[src/rtl/spi_bus_arbiter.sv]
// Two-requester round-robin SPI mode-0 bus arbiter with built-in byte shift engine.
// Optional WAIT-state idle timeout is enabled with the SPI_ARB_TIMEOUT_EN macro.
module spi_bus_arbiter #(
  parameter int CLK_DIV = 4,
  parameter int CS_GAP  = 2,
  parameter int TIMEOUT = 255
) (
  input  logic       CLK,
  input  logic       RESETN,
  input  logic       REQ0_VALID,
  input  logic [7:0] REQ0_DATA,
  input  logic       REQ0_LAST,
  output logic       REQ0_READY,
  output logic       RSP0_VALID,
  output logic [7:0] RSP0_DATA,
  input  logic       REQ1_VALID,
  input  logic [7:0] REQ1_DATA,
  input  logic       REQ1_LAST,
  output logic       REQ1_READY,
  output logic       RSP1_VALID,
  output logic [7:0] RSP1_DATA,
  input  logic       SPI_MISO,
  output logic       SPI_CLK,
  output logic       SPI_MOSI,
  output logic       SPI_CS,
  output logic       BUSY,
  output logic       OWNER
`ifdef SPI_ARB_TIMEOUT_EN
  ,
  output logic       TIMEOUT_ERR
`endif
);

  localparam int DIV_W   = (CLK_DIV > 1) ? $clog2(CLK_DIV) : 1;
  // One counter serves both the CS gap and the WAIT idle timeout.
  localparam int CNT_MAX = (CS_GAP > TIMEOUT) ? CS_GAP : TIMEOUT;
  localparam int CNT_W   = $clog2(CNT_MAX + 1);

  typedef enum logic [1:0] {
    ST_IDLE  = 2'd0,
    ST_SHIFT = 2'd1,
    ST_WAIT  = 2'd2,
    ST_GAP   = 2'd3
  } state_t;

  state_t             r_state;
  state_t             w_next;
  logic               r_busy;
  logic               r_cs;
  logic               r_sclk;
  logic [7:0]         r_tx;
  logic [7:0]         r_rx;
  logic [DIV_W-1:0]   r_div;
  logic [4:0]         r_edge;
  logic [CNT_W-1:0]   r_cnt;
  logic               r_last;
  logic               r_owner;
  logic               r_ptr;
  logic               r_rsp0_valid;
  logic               r_rsp1_valid;
  logic [7:0]         r_rsp0_data;
  logic [7:0]         r_rsp1_data;
`ifdef SPI_ARB_TIMEOUT_EN
  logic               r_tmo_err;
  logic               w_timeout;
`endif

  logic [1:0]         w_valid;
  logic [1:0]         w_ready;
  logic               w_accept;
  logic               w_byte_done;
  logic               w_tick;
  logic               w_grant;
  logic [7:0]         w_data;
  logic               w_last;

  assign w_valid = {REQ1_VALID, REQ0_VALID};
  assign w_grant = w_ready[1];
  assign w_data  = w_grant ? REQ1_DATA : REQ0_DATA;
  assign w_last  = w_grant ? REQ1_LAST : REQ0_LAST;

  // State register; BUSY is registered from the next-state decode.
  always_ff @(posedge CLK or negedge RESETN) begin
    if (!RESETN) begin
      r_state <= ST_IDLE;
      r_busy  <= 1'b0;
    end else begin
      r_state <= w_next;
      r_busy  <= (w_next != ST_IDLE);
    end
  end

  // Next-state, arbitration and shift-engine strobes.
  always_comb begin
    w_next      = r_state;
    w_ready     = 2'b00;
    w_byte_done = 1'b0;
    w_tick      = 1'b0;
`ifdef SPI_ARB_TIMEOUT_EN
    w_timeout   = 1'b0;
`endif
    case (r_state)
      ST_IDLE: begin
        if (w_valid[r_ptr]) begin
          w_ready = r_ptr ? 2'b10 : 2'b01;
        end else if (w_valid[~r_ptr]) begin
          w_ready = r_ptr ? 2'b01 : 2'b10;
        end else begin
          w_ready = 2'b00;
        end
        if (|(w_ready & w_valid)) begin
          w_next = ST_SHIFT;
        end else begin
          w_next = ST_IDLE;
        end
      end
      ST_SHIFT: begin
        if (r_edge == 5'd16) begin
          w_byte_done = 1'b1;
          w_next      = r_last ? ST_GAP : ST_WAIT;
        end else begin
          w_tick = (r_div == DIV_W'(CLK_DIV - 1));
          w_next = ST_SHIFT;
        end
      end
      ST_WAIT: begin
        w_ready = r_owner ? 2'b10 : 2'b01;
        if (|(w_ready & w_valid)) begin
          w_next = ST_SHIFT;
`ifdef SPI_ARB_TIMEOUT_EN
        end else if (r_cnt == CNT_W'(TIMEOUT - 1)) begin
          w_timeout = 1'b1;
          w_next    = ST_GAP;
`endif
        end else begin
          w_next = ST_WAIT;
        end
      end
      ST_GAP: begin
        if (r_cnt == CNT_W'(CS_GAP - 1)) begin
          w_next = ST_IDLE;
        end else begin
          w_next = ST_GAP;
        end
      end
      default: begin
        w_next = ST_IDLE;
      end
    endcase
    w_accept = |(w_ready & w_valid);
  end

  // Datapath: byte latch, SPI clock generation, shift registers, responses.
  always_ff @(posedge CLK or negedge RESETN) begin
    if (!RESETN) begin
      r_cs         <= 1'b1;
      r_sclk       <= 1'b0;
      r_tx         <= 8'h00;
      r_rx         <= 8'h00;
      r_div        <= '0;
      r_edge       <= 5'd0;
      r_cnt        <= '0;
      r_last       <= 1'b0;
      r_owner      <= 1'b0;
      r_ptr        <= 1'b0;
      r_rsp0_valid <= 1'b0;
      r_rsp1_valid <= 1'b0;
      r_rsp0_data  <= 8'h00;
      r_rsp1_data  <= 8'h00;
`ifdef SPI_ARB_TIMEOUT_EN
      r_tmo_err    <= 1'b0;
`endif
    end else begin
      r_rsp0_valid <= 1'b0;
      r_rsp1_valid <= 1'b0;
`ifdef SPI_ARB_TIMEOUT_EN
      r_tmo_err    <= 1'b0;
`endif
      if (w_accept) begin
        r_tx    <= w_data;
        r_last  <= w_last;
        r_owner <= w_grant;
        r_cs    <= 1'b0;
        r_sclk  <= 1'b0;
        r_div   <= '0;
        r_edge  <= 5'd0;
        r_cnt   <= '0;
      end else if (w_byte_done) begin
        if (r_owner) begin
          r_rsp1_valid <= 1'b1;
          r_rsp1_data  <= r_rx;
        end else begin
          r_rsp0_valid <= 1'b1;
          r_rsp0_data  <= r_rx;
        end
        r_cnt <= '0;
        if (r_last) begin
          r_cs  <= 1'b1;
          r_ptr <= ~r_owner;
        end
      end else if (w_tick) begin
        // Rising edge samples MISO; falling edge presents the next MOSI bit.
        r_div  <= '0;
        r_edge <= r_edge + 5'd1;
        r_sclk <= ~r_sclk;
        if (!r_sclk) begin
          r_rx <= {r_rx[6:0], SPI_MISO};
        end else begin
          r_tx <= {r_tx[6:0], 1'b0};
        end
      end else if (r_state == ST_SHIFT) begin
        r_div <= r_div + DIV_W'(1);
`ifdef SPI_ARB_TIMEOUT_EN
      end else if (w_timeout) begin
        r_cs      <= 1'b1;
        r_ptr     <= ~r_owner;
        r_cnt     <= '0;
        r_tmo_err <= 1'b1;
`endif
      end else if (r_state == ST_WAIT || r_state == ST_GAP) begin
        r_cnt <= r_cnt + CNT_W'(1);
      end
    end
  end

  assign REQ0_READY = w_ready[0];
  assign REQ1_READY = w_ready[1];
  assign RSP0_VALID = r_rsp0_valid;
  assign RSP1_VALID = r_rsp1_valid;
  assign RSP0_DATA  = r_rsp0_data;
  assign RSP1_DATA  = r_rsp1_data;
  assign SPI_CLK    = r_sclk;
  assign SPI_MOSI   = r_tx[7];
  assign SPI_CS     = r_cs;
  assign BUSY       = r_busy;
  assign OWNER      = r_owner;
`ifdef SPI_ARB_TIMEOUT_EN
  assign TIMEOUT_ERR = r_tmo_err;
`endif

endmodule

[config.mk]
export PLATFORM = sky130hd
export DESIGN_NAME = spi_bus_arbiter
export DESIGN_NICKNAME = d
export VERILOG_FILES = /design/src/rtl/spi_bus_arbiter.sv
export SDC_FILE = /design/constraint.sdc
export NUM_CORES = 1
export LEC_CHECK = 0
export CAP_MARGIN = 30
export CORE_UTILIZATION = 31
export CTS_CLUSTER_DIAMETER = 200
export DETAILED_ROUTE_END_ITERATION = 8
export PLACE_DENSITY = 0.63
export SLEW_MARGIN = 20
export SYNTH_ARGS = -nofsm -noshare
export SYNTH_HDL_FRONTEND = slang
export SYNTH_SLANG_ARGS = --single-unit
[constraint.sdc]
create_clock -name CLK -period 1.8 [get_ports CLK]
set_input_delay 0.27 -clock CLK [delete_from_list [all_inputs] [get_ports CLK]]
set_output_delay 0.27 -clock CLK [all_outputs]
set_load 0.005 [all_outputs]
### Word level (Yosys, flattened, before mapping)

Index checks and enable logic that the tools add are counted.
W data, S select, Z words.

| cells by class | value |
|---|---|
| bitwise logic cells | 8 |
| muxes and demuxes | 51 |
| equal/unequal tests | 9 |
| add/sub/neg operators | 3 |
| reduce and logical (&&, ||, !) cells | 21 |
| order comparisons | 2 |

Operators with widths:

| kind | count |
|---|---|
| $mux W8 | 10 |
| $mux W2 | 13 |
| $mux W1 | 23 |
| $mux W5 | 3 |
| $reduce_and A3 Y1 | 5 |
| $reduce_bool A2 Y1 | 5 |
| $add A8 B1 Y8 const B | 1 |
| $eq A8 B1 Y1 const B | 1 |
| $pmux W2 S4 | 1 |
| $and A2 B2 Y2 | 3 |
| $eq A2 B2 Y1 const B | 3 |
| $ne A3 B3 Y1 const B | 2 |
| $reduce_and A2 Y1 | 3 |
| $reduce_bool A3 Y1 | 2 |
| $reduce_or A2 Y1 | 3 |
| $add A5 B1 Y5 const B | 1 |
| $eq A5 B5 Y1 const B | 1 |
| $not A1 Y1 | 5 |
| $lt A1 B2 Y1 const B | 2 |
| $pmux W2 S2 | 1 |
| $reduce_and A4 Y1 | 1 |
| $add A2 B1 Y2 const B | 1 |
| $eq A2 B1 Y1 const B | 1 |
| $logic_not A2 Y1 | 1 |
| 2 further kinds | 2 |

| word-level totals | value |
|---|---|
| input port bits | 23 |
| register bits after elaboration | 57 |
| logic and storage cells | 110 |

### Longest topological paths before layout

Gate-level depths: netlist of run 1.

| logic depth | value |
|---|---|
| word-level depth | 11 |
| gate-level depth with buffers | 8 |
| mapped depth without buffers | 6 |

### Worst setup path before layout of run 1

No wires, ideal clock.

| path | value |
|---|---|
| kind | register -> register |
| start point | register r_edge[0] |
| end point | register r_rx[0] |
| period minus slack after synthesis | 1.706 ns |
| cell stages (with the launch flop) | 8 |
| required time | 1.675 ns |
| slack | 0.094 ns |
| data arrival time | 1.582 ns |
| buffers on the path | 1 |
| cells stage by stage | dfrtp_1 > inv_1 > ha_1 > nand4bb_1 > buf_2 > nand3_2 > nor2_4 > mux2_2 |

| between the ends | value |
|---|---|
| word-level cells in the longest chain between the ends | 5 |
| elaborated cells on any way between the ends | 7 |

Ends and longest elaborated chain:

| item | line | source |
|---|---|---|
| from (decl) | 54 | `logic [4:0] r_edge;` |
| from (signal assigned) | 204 | `r_edge <= r_edge + 5'd1;` |
| $eq A5 B5 Y1 (*) | 118 | `if (r_edge == 5'd16) begin` |
| $mux W1 | 118 |  |
| $mux W1 | 102 | `case (r_state)` |
| $not A1 Y1 (no line) | -- |  |
| $reduce_and A4 Y1 (no line) (*) | -- |  |
| to (signal assigned) | 207 | `r_rx <= {r_rx[6:0], SPI_MISO};` |
| to (decl) | 52 | `logic [7:0] r_rx;` |

Mark *: on every way between the ends. The rest lies on a longest branch, timed or not.
A chain may end at the register's enable or synchronous reset.

### Worst setup path after layout of run 1

| path | value |
|---|---|
| start point | register r_state[1] |
| end point | register r_rx[1] |

| between the ends | value |
|---|---|
| word-level cells in the longest chain between the ends | 6 |
| elaborated cells on any way between the ends | 11 |

Ends and longest elaborated chain:

| item | line | source |
|---|---|---|
| from (decl) | 46 | `state_t r_state;` |
| from (signal assigned) | 88 | `r_state <= w_next;` |
| $eq A2 B2 Y1 / $logic_not A2 Y1 (equally long branches) | 102 |  |
| $pmux W2 S2 | 102 |  |
| $and A2 B2 Y2 | 150 | `w_accept = \|(w_ready & w_valid);` |
| $reduce_or A2 Y1 | 150 |  |
| $not A1 Y1 (no line) | -- |  |
| $reduce_and A4 Y1 (no line) (*) | -- |  |

Marked as above.

==> flow_summary.ini, run 1 <==
[global_route]
grt_pass1_vias = 1913
grt_pass1_wl_um = 9450
grtUsageTotal_pct = 14.2
grt_max_degree = 58
antenna_found_initial = 0
grt-ovfl-total = 0

[clock_tree]
clk_latency_ps = 330
numClockSinks = 57
htreeDepth = 3
clk_path_buf_depth = 2
cts_root_buf = clkbuf_8
clk_pin_slew_worst_paths_ps = 70
cts_tree = yes
cts_made_buffers = 9

[power]
p_int_mw = 3.00
power.leakage_nw = 1.68
ir_worst_vdd_mv = 0.496
power.density_nw_per_um2 = 1190
p_switching_mw = 1.35
combPwrFrac_pct = 29.6
seqPwrFrac_pct = 42.4
power_frac_clock_pct = 28.0
netSwitchingFraction_pct = 31.0

[critical_path]
worst_ep_required_time_ps = 2020
crit_path_end_kind = flop
rrSetupSlack_ps = 40
timing.rr.start = r_state[1]
crit_fanout = 8
cpMaxStageDelayCell = dfrtp_1
cpPeakStageDelay_ps = 410
cp_cell_sequence = buf_4 -> buf_4 -> nor2b_1 -> buf_4 -> nand3_4 -> nor2_4 -> buf_12 -> mux2_2
crit_top_cell = buf_4
cp.arrival_ps = 1980
crit_start = r_state[1]
worstSetupStartpointType = flop
critPathKind = reg2reg

[logic_synthesis]
avgSynthCellArea_sq_um = 11.8
yosysUniqueCellTypes = 43
yosys-top-cells-area = dfrtp_1 (53%), mux2_2 (10%), mux2i_1 (4.6%)
synth-seq-cells = 57
synthFlopType = dfrtp_1
synth_nets = 250
postSynthCellCount = 222
yosysWarnings = 0
yosysTopAreaCellShare_pct = 53.3
synth_edf_count = 0
synth-async-reset-ratio_pct = 100
synthMostInstantiatedCell = dfrtp_1
seq_area_frac_synth_pct = 54.3
yosysTopAreaCell = dfrtp_1
syn_area_sq_um = 2630
synth_common_cells = dfrtp_1 (56), mux2_2 (24), nor2_1 (15)

[layout]
area.growth.synth_to_final_pct = 39.6
nets = 327
fillers = 776
antennaDiodeCount = 0
fin_area_sq_um = 3670
final_layout_size_suffix_gt1_share_pct = 27.3
fin_util_pct = 44.7

[place]
dp_hpwl_um = 3570
gp_congestion = 0.797
placedInstanceArea_sq_um = 3350
port-buffer-count = 47

[floorplan]
die_h_um = 94.1
dieArea_sq_um = 8860
core_area_sq_um = 8220
die_x_um = 94.1
placementRows = 33
initial_core_util_pct = 32.0
io_pins = 48

[sta]
final_min_period_over_clock_period_pct = 97.6
max_freq_mhz = 569
worst_pin_slew_ps = 392
setup_violations = 0
fin_setup_tns_ps = 0
maxSlewViolCount = 0
max-slew-margin-rel_pct = 73.2
min_period_ps = 1760
finalHoldViolations = 0
rsz0062_at_grt = true
fin_skew_ps = 6.22

[detailed_routing]
drt-total-wl_um = 5550
viasPerCell = 4.77
drc = 0
detail_route.wl_per_cell_um = 13.6
drt_iter0_markers = 80
postRouteAntennaNets = 0
firstDrtPassIters = 4
vias = 1950

[run]
drv_cap = 0

[status]
status = completed

[hold_path]
worstHoldPathType = in2async
[path summary, 6_finish.rpt]
kind,to,cells after the start
hold / removal,RSP0_DATA[7],3
hold reg to reg,r_tx[6],2
setup reg to reg,r_rx[1],8
setup / recovery,r_rx[1],8
min in group CLK,r_tx[6],2
max in group asynchronous,SPI_CS,3
[flip-flops by register name, indices dropped and copies added, names as in the netlist]
name and cells:
BUSY 1, OWNER 1, RSP0_DATA 8, RSP0_VALID 1, RSP1_DATA 8, RSP1_VALID 1
SPI_CLK 1, SPI_CS 1, r_cnt 8, r_div 2, r_edge 5, r_last 1
r_ptr 1, r_rx 8, r_state 2, r_tx 8
[power groups by stage]
stage	combinational [mW]	sequential [mW]	clock (mW)
after floorplan	0.763	1.79	0
after global placement	1.15	1.85	0
after detailed placement	1.19	1.86	0
after CTS	1.20	1.84	1.28
after global routing	1.45	1.90	1.32
final	1.29	1.85	1.22
[stage by stage]
step / hold WS, ps / total power [mW] / setup slack (ps) / std cells
floorplan: -25.6 / 2.55 / 93.6 / 222
finish: 464 / 4.36 / 43.9 / 409
CTS: 451 / 4.31 / 5.37 / 403
global placement: 295 / 3.01 / -189 / 385
detailed placement: 298 / 3.05 / -187 / 385
global route: 471 / 4.67 / -22.2 / 409
[per-layer routing]
layer  share of wire [%]  vias up  GRT usage, %
li1                    -      948             -
met1                  48      942          19.4
met2                  44       54          20.1
met3                 6.1        6          5.10
met4                 1.4        0          5.77
met5                   0        -             0
[cell families (layout without fill, tap and decap cells)]
group | count (synthesis) | in the layout | synth area share [%]
xor gates and xnor gates | 12 | 12 | 4.00
buffers and inverters | 20 | 102 | 3.43
AOI/OAI and AO/OA | 29 | 29 | 8.04
DFF | 57 | 57 | 54.3
muxes | 36 | 36 | 14.8
adders and majority gates | 5 | 5 | 2.38
and+or+nand+nor | 63 | 63 | 13.0
[cell usage in the layout (no fill, tap or decap), types with 3 or more instances in the layout]
cell,count
dfrtp_1,56
clkdlybuf4s50_1,44
buf_4,23
mux2_2,21
nor2_1,14
mux2i_1,12
nand2_1,12
inv_1,10
clkbuf_8,10
nor3_1,8
xor2_1,7
o21ai_0,6
o221ai_1,6
nand4_1,5
xnor2_1,5
ha_1,5
nand2b_1,3
a31oi_1,3
nand3_1,3
mux2_4,3
clkinvlp_4,3
buf_12,3
[critical path: cells and delay by family (launching register included)]
| kind | cells | cell delay, ps |
|---|---|---|
| buffers and inverters | 4 | 570 |
| DFF | 1 | 410 |
| and+or+nand+nor | 3 | 340 |
| muxes | 1 | 320 |
[layout make-up]
class	instances	area [sq um]	share of cell area, %
Sequential cell	57	1430	38.9
Tap cell	105	131	3.58
Clock buffer	10	138	3.75
Timing Repair Buffer	75	718	19.6
Multi-Input combinational cell	145	1150	31.3
Clock inverter	6	66.3	1.81
Inverter	11	41.3	1.12
[timing repair]
item / in CTS / in global routing
endpoints found under the hold margin: 56 / 0
hold buffers: 1 / 0
endpoints found under the setup margin: 2 / 38
setup buffers: 1 / 6
gates resized for setup: 4 / 11
pin swaps: 0 / 1
Power figures use the tool's default switching activity.
==> run 2, diff against run 1 <==
--- a/config.mk
+++ b/config.mk
@@ -5,11 +5,12 @@
 export SDC_FILE = /design/constraint.sdc
 export NUM_CORES = 1
 export LEC_CHECK = 0
-export CAP_MARGIN = 30
+export CAP_MARGIN = 0
 export CORE_UTILIZATION = 31
 export CTS_CLUSTER_DIAMETER = 200
 export DETAILED_ROUTE_END_ITERATION = 8
 export PLACE_DENSITY = 0.63
+export SETUP_SLACK_MARGIN = 0.15
 export SLEW_MARGIN = 20
 export SYNTH_ARGS = -nofsm -noshare
 export SYNTH_HDL_FRONTEND = slang
==> flow_summary.ini, run 2 (synthesis results as in run 1) <==
[detailed_routing]
postRouteAntennaNets = 0
drc = 0
drt_iter0_markers = 30
vias = 1933
detail_route.wl_per_cell_um = 13.6
drt-total-wl_um = 5560
viasPerCell = 4.73
firstDrtPassIters = 4

[hold_path]
worstHoldPathType = in2async

[critical_path]
worst_ep_required_time_ps = 2030
rrSetupSlack_ps = 120
r2r-end = RSP0_DATA[4]
cp.arrival_ps = 1910
crit_fanout = 9
path_delay_family = buffers and inverters
cpPeakStageDelay_ps = 390
critPathKind = reg2reg
ff2ff_path_depth = 7
timing.rr.start = r_edge[0]
cpMaxStageDelayCell = dfrtp_1
crit_path_end_kind = flop
worstSetupStartpointType = flop
path_buf_inv = 3
cp_cell_sequence = inv_2 -> ha_4 -> nand4bb_1 -> buf_6 -> nor3_4 -> buf_12 -> mux2_2

[sta]
worst_pin_slew_ps = 444
setup_violations = 0
fin_skew_ps = 8.52
min_period_ps = 1680
max_freq_mhz = 594
finalHoldViolations = 0
maxSlewViolCount = 0
fin_ws_ps = 116
rsz0062_at_grt = true
final_min_period_over_clock_period_pct = 93.6
max-slew-margin-rel_pct = 70.4

[layout]
final_layout_size_suffix_gt1_share_pct = 30.9
area.growth.synth_to_final_pct = 42.2
nets = 327
final_common_cell = dfrtp_1
antennaDiodeCount = 0
instances_no_fill = 409
final_cell_mix = dfrtp_1 (54), clkdlybuf4s50_1 (43), mux2_2 (23)

[clock_tree]
htreeDepth = 3
clk_pin_slew_worst_paths_ps = 70
cts_made_buffers = 9
numClockSinks = 57
cts_tree = yes
clk_path_buf_depth = 2
cts_root_buf = clkbuf_8
clk_latency_ps = 340

[floorplan]
die_x_um = 94.1
dieArea_sq_um = 8860
io_pins = 48
die_h_um = 94.1
initial_core_util_pct = 32.0
placementRows = 33
core_area_sq_um = 8220

[global_route]
grt_pass1_wl_um = 9770
grt_pass1_vias = 2035
grt-ovfl-total = 0
antenna_found_initial = 0
grtUsageTotal_pct = 14.6
grt_max_degree = 40

[power]
ir_worst_vdd_mv = 0.596
power.leakage_nw = 1.71
power.density_nw_per_um2 = 1230

[place]
port-buffer-count = 47
gp_congestion = 0.806
dp_hpwl_um = 3790
post-place-ws_ps = -185
placed_cells = 388

[run]
drv_cap = 0

[status]
status = completed
-- run 2: cell count changes in the layout (fill, tap and decap cells not counted), sizes merged --
| cell | previous run | this run |
|---|---|---|
| bufinv | 1 | 2 |
| clkdlybuf4s50 | 44 | 43 |
| clkinv | 1 | 3 |
| clkinvlp | 3 | 1 |
| clkdlybuf4s15 | 1 | 0 |
| buf | 28 | 29 |
-- run 2: worst max path at each step --
stage | cells after the start | from | slack, ps | to
2_1_floorplan | 6 | r_edge[0] | 130 | RSP0_DATA[0]
3_3_place_gp | 5 | REQ1_VALID | -190 | REQ1_READY
3_5_place_dp | 5 | REQ1_VALID | -190 | REQ1_READY
4_1_cts | 4 | r_state[1] | 90 | REQ1_READY
5_1_grt | 9 | r_edge[0] | 30 | r_tx[4]
6_report | 7 | r_edge[0] | 120 | RSP0_DATA[4]
-- run 2: layout make-up --
type	count	area, sq um
multi-input cells	145	1200
well taps	105	131
inverters	11	41.3
clock buffers	9	124
flip-flops and latches	57	1430
clock inverters	7	103
fillers	771	4480
repair buffers	75	711
-- run 2: where the power goes --
part	leakage, nW	internal [mW]	total (mW)	switching, mW
Combinational	0.855	0.780	1.39	0.605
Clock	0.110	0.790	1.35	0.561
Sequential	0.742	1.59	1.85	0.255
-- run 2: through the flow --
stage / setup TNS, ps / instance area [sq um] / utilization, % / hold WS [ps] / power, mW
3_5_place_dp: -359 / 3380 / 41.2 / 247 / 3.10
3_3_place_gp: -462 / 3380 / 41.2 / 245 / 3.05
4_1_cts: 0 / 3710 / 45.1 / 402 / 4.59
2_1_floorplan: 0 / 2640 / - / -25.6 / 2.56
5_1_grt: 0 / 3740 / 45.5 / 413 / 4.91
6_report: 0 / 3740 / 45.5 / 405 / 4.58
-- run 2: what timing repair did --
item	CTS	global route
hold endpoints to repair	18	0
setup buffers	3	1
hold buffers	1	0
resized for setup	21	13
endpoints found under the setup margin	35	40
cloned	0	0
pin swaps	4	3
-- run 2: routing by layer --
metal,GRT usage (%),part of all wire [%],vias to the layer above
li1,-,-,946
met1,18.0,46,935
met2,22.9,47,44
met3,4.85,4.9,8
met4,6.79,1.8,0
met5,0,0,-
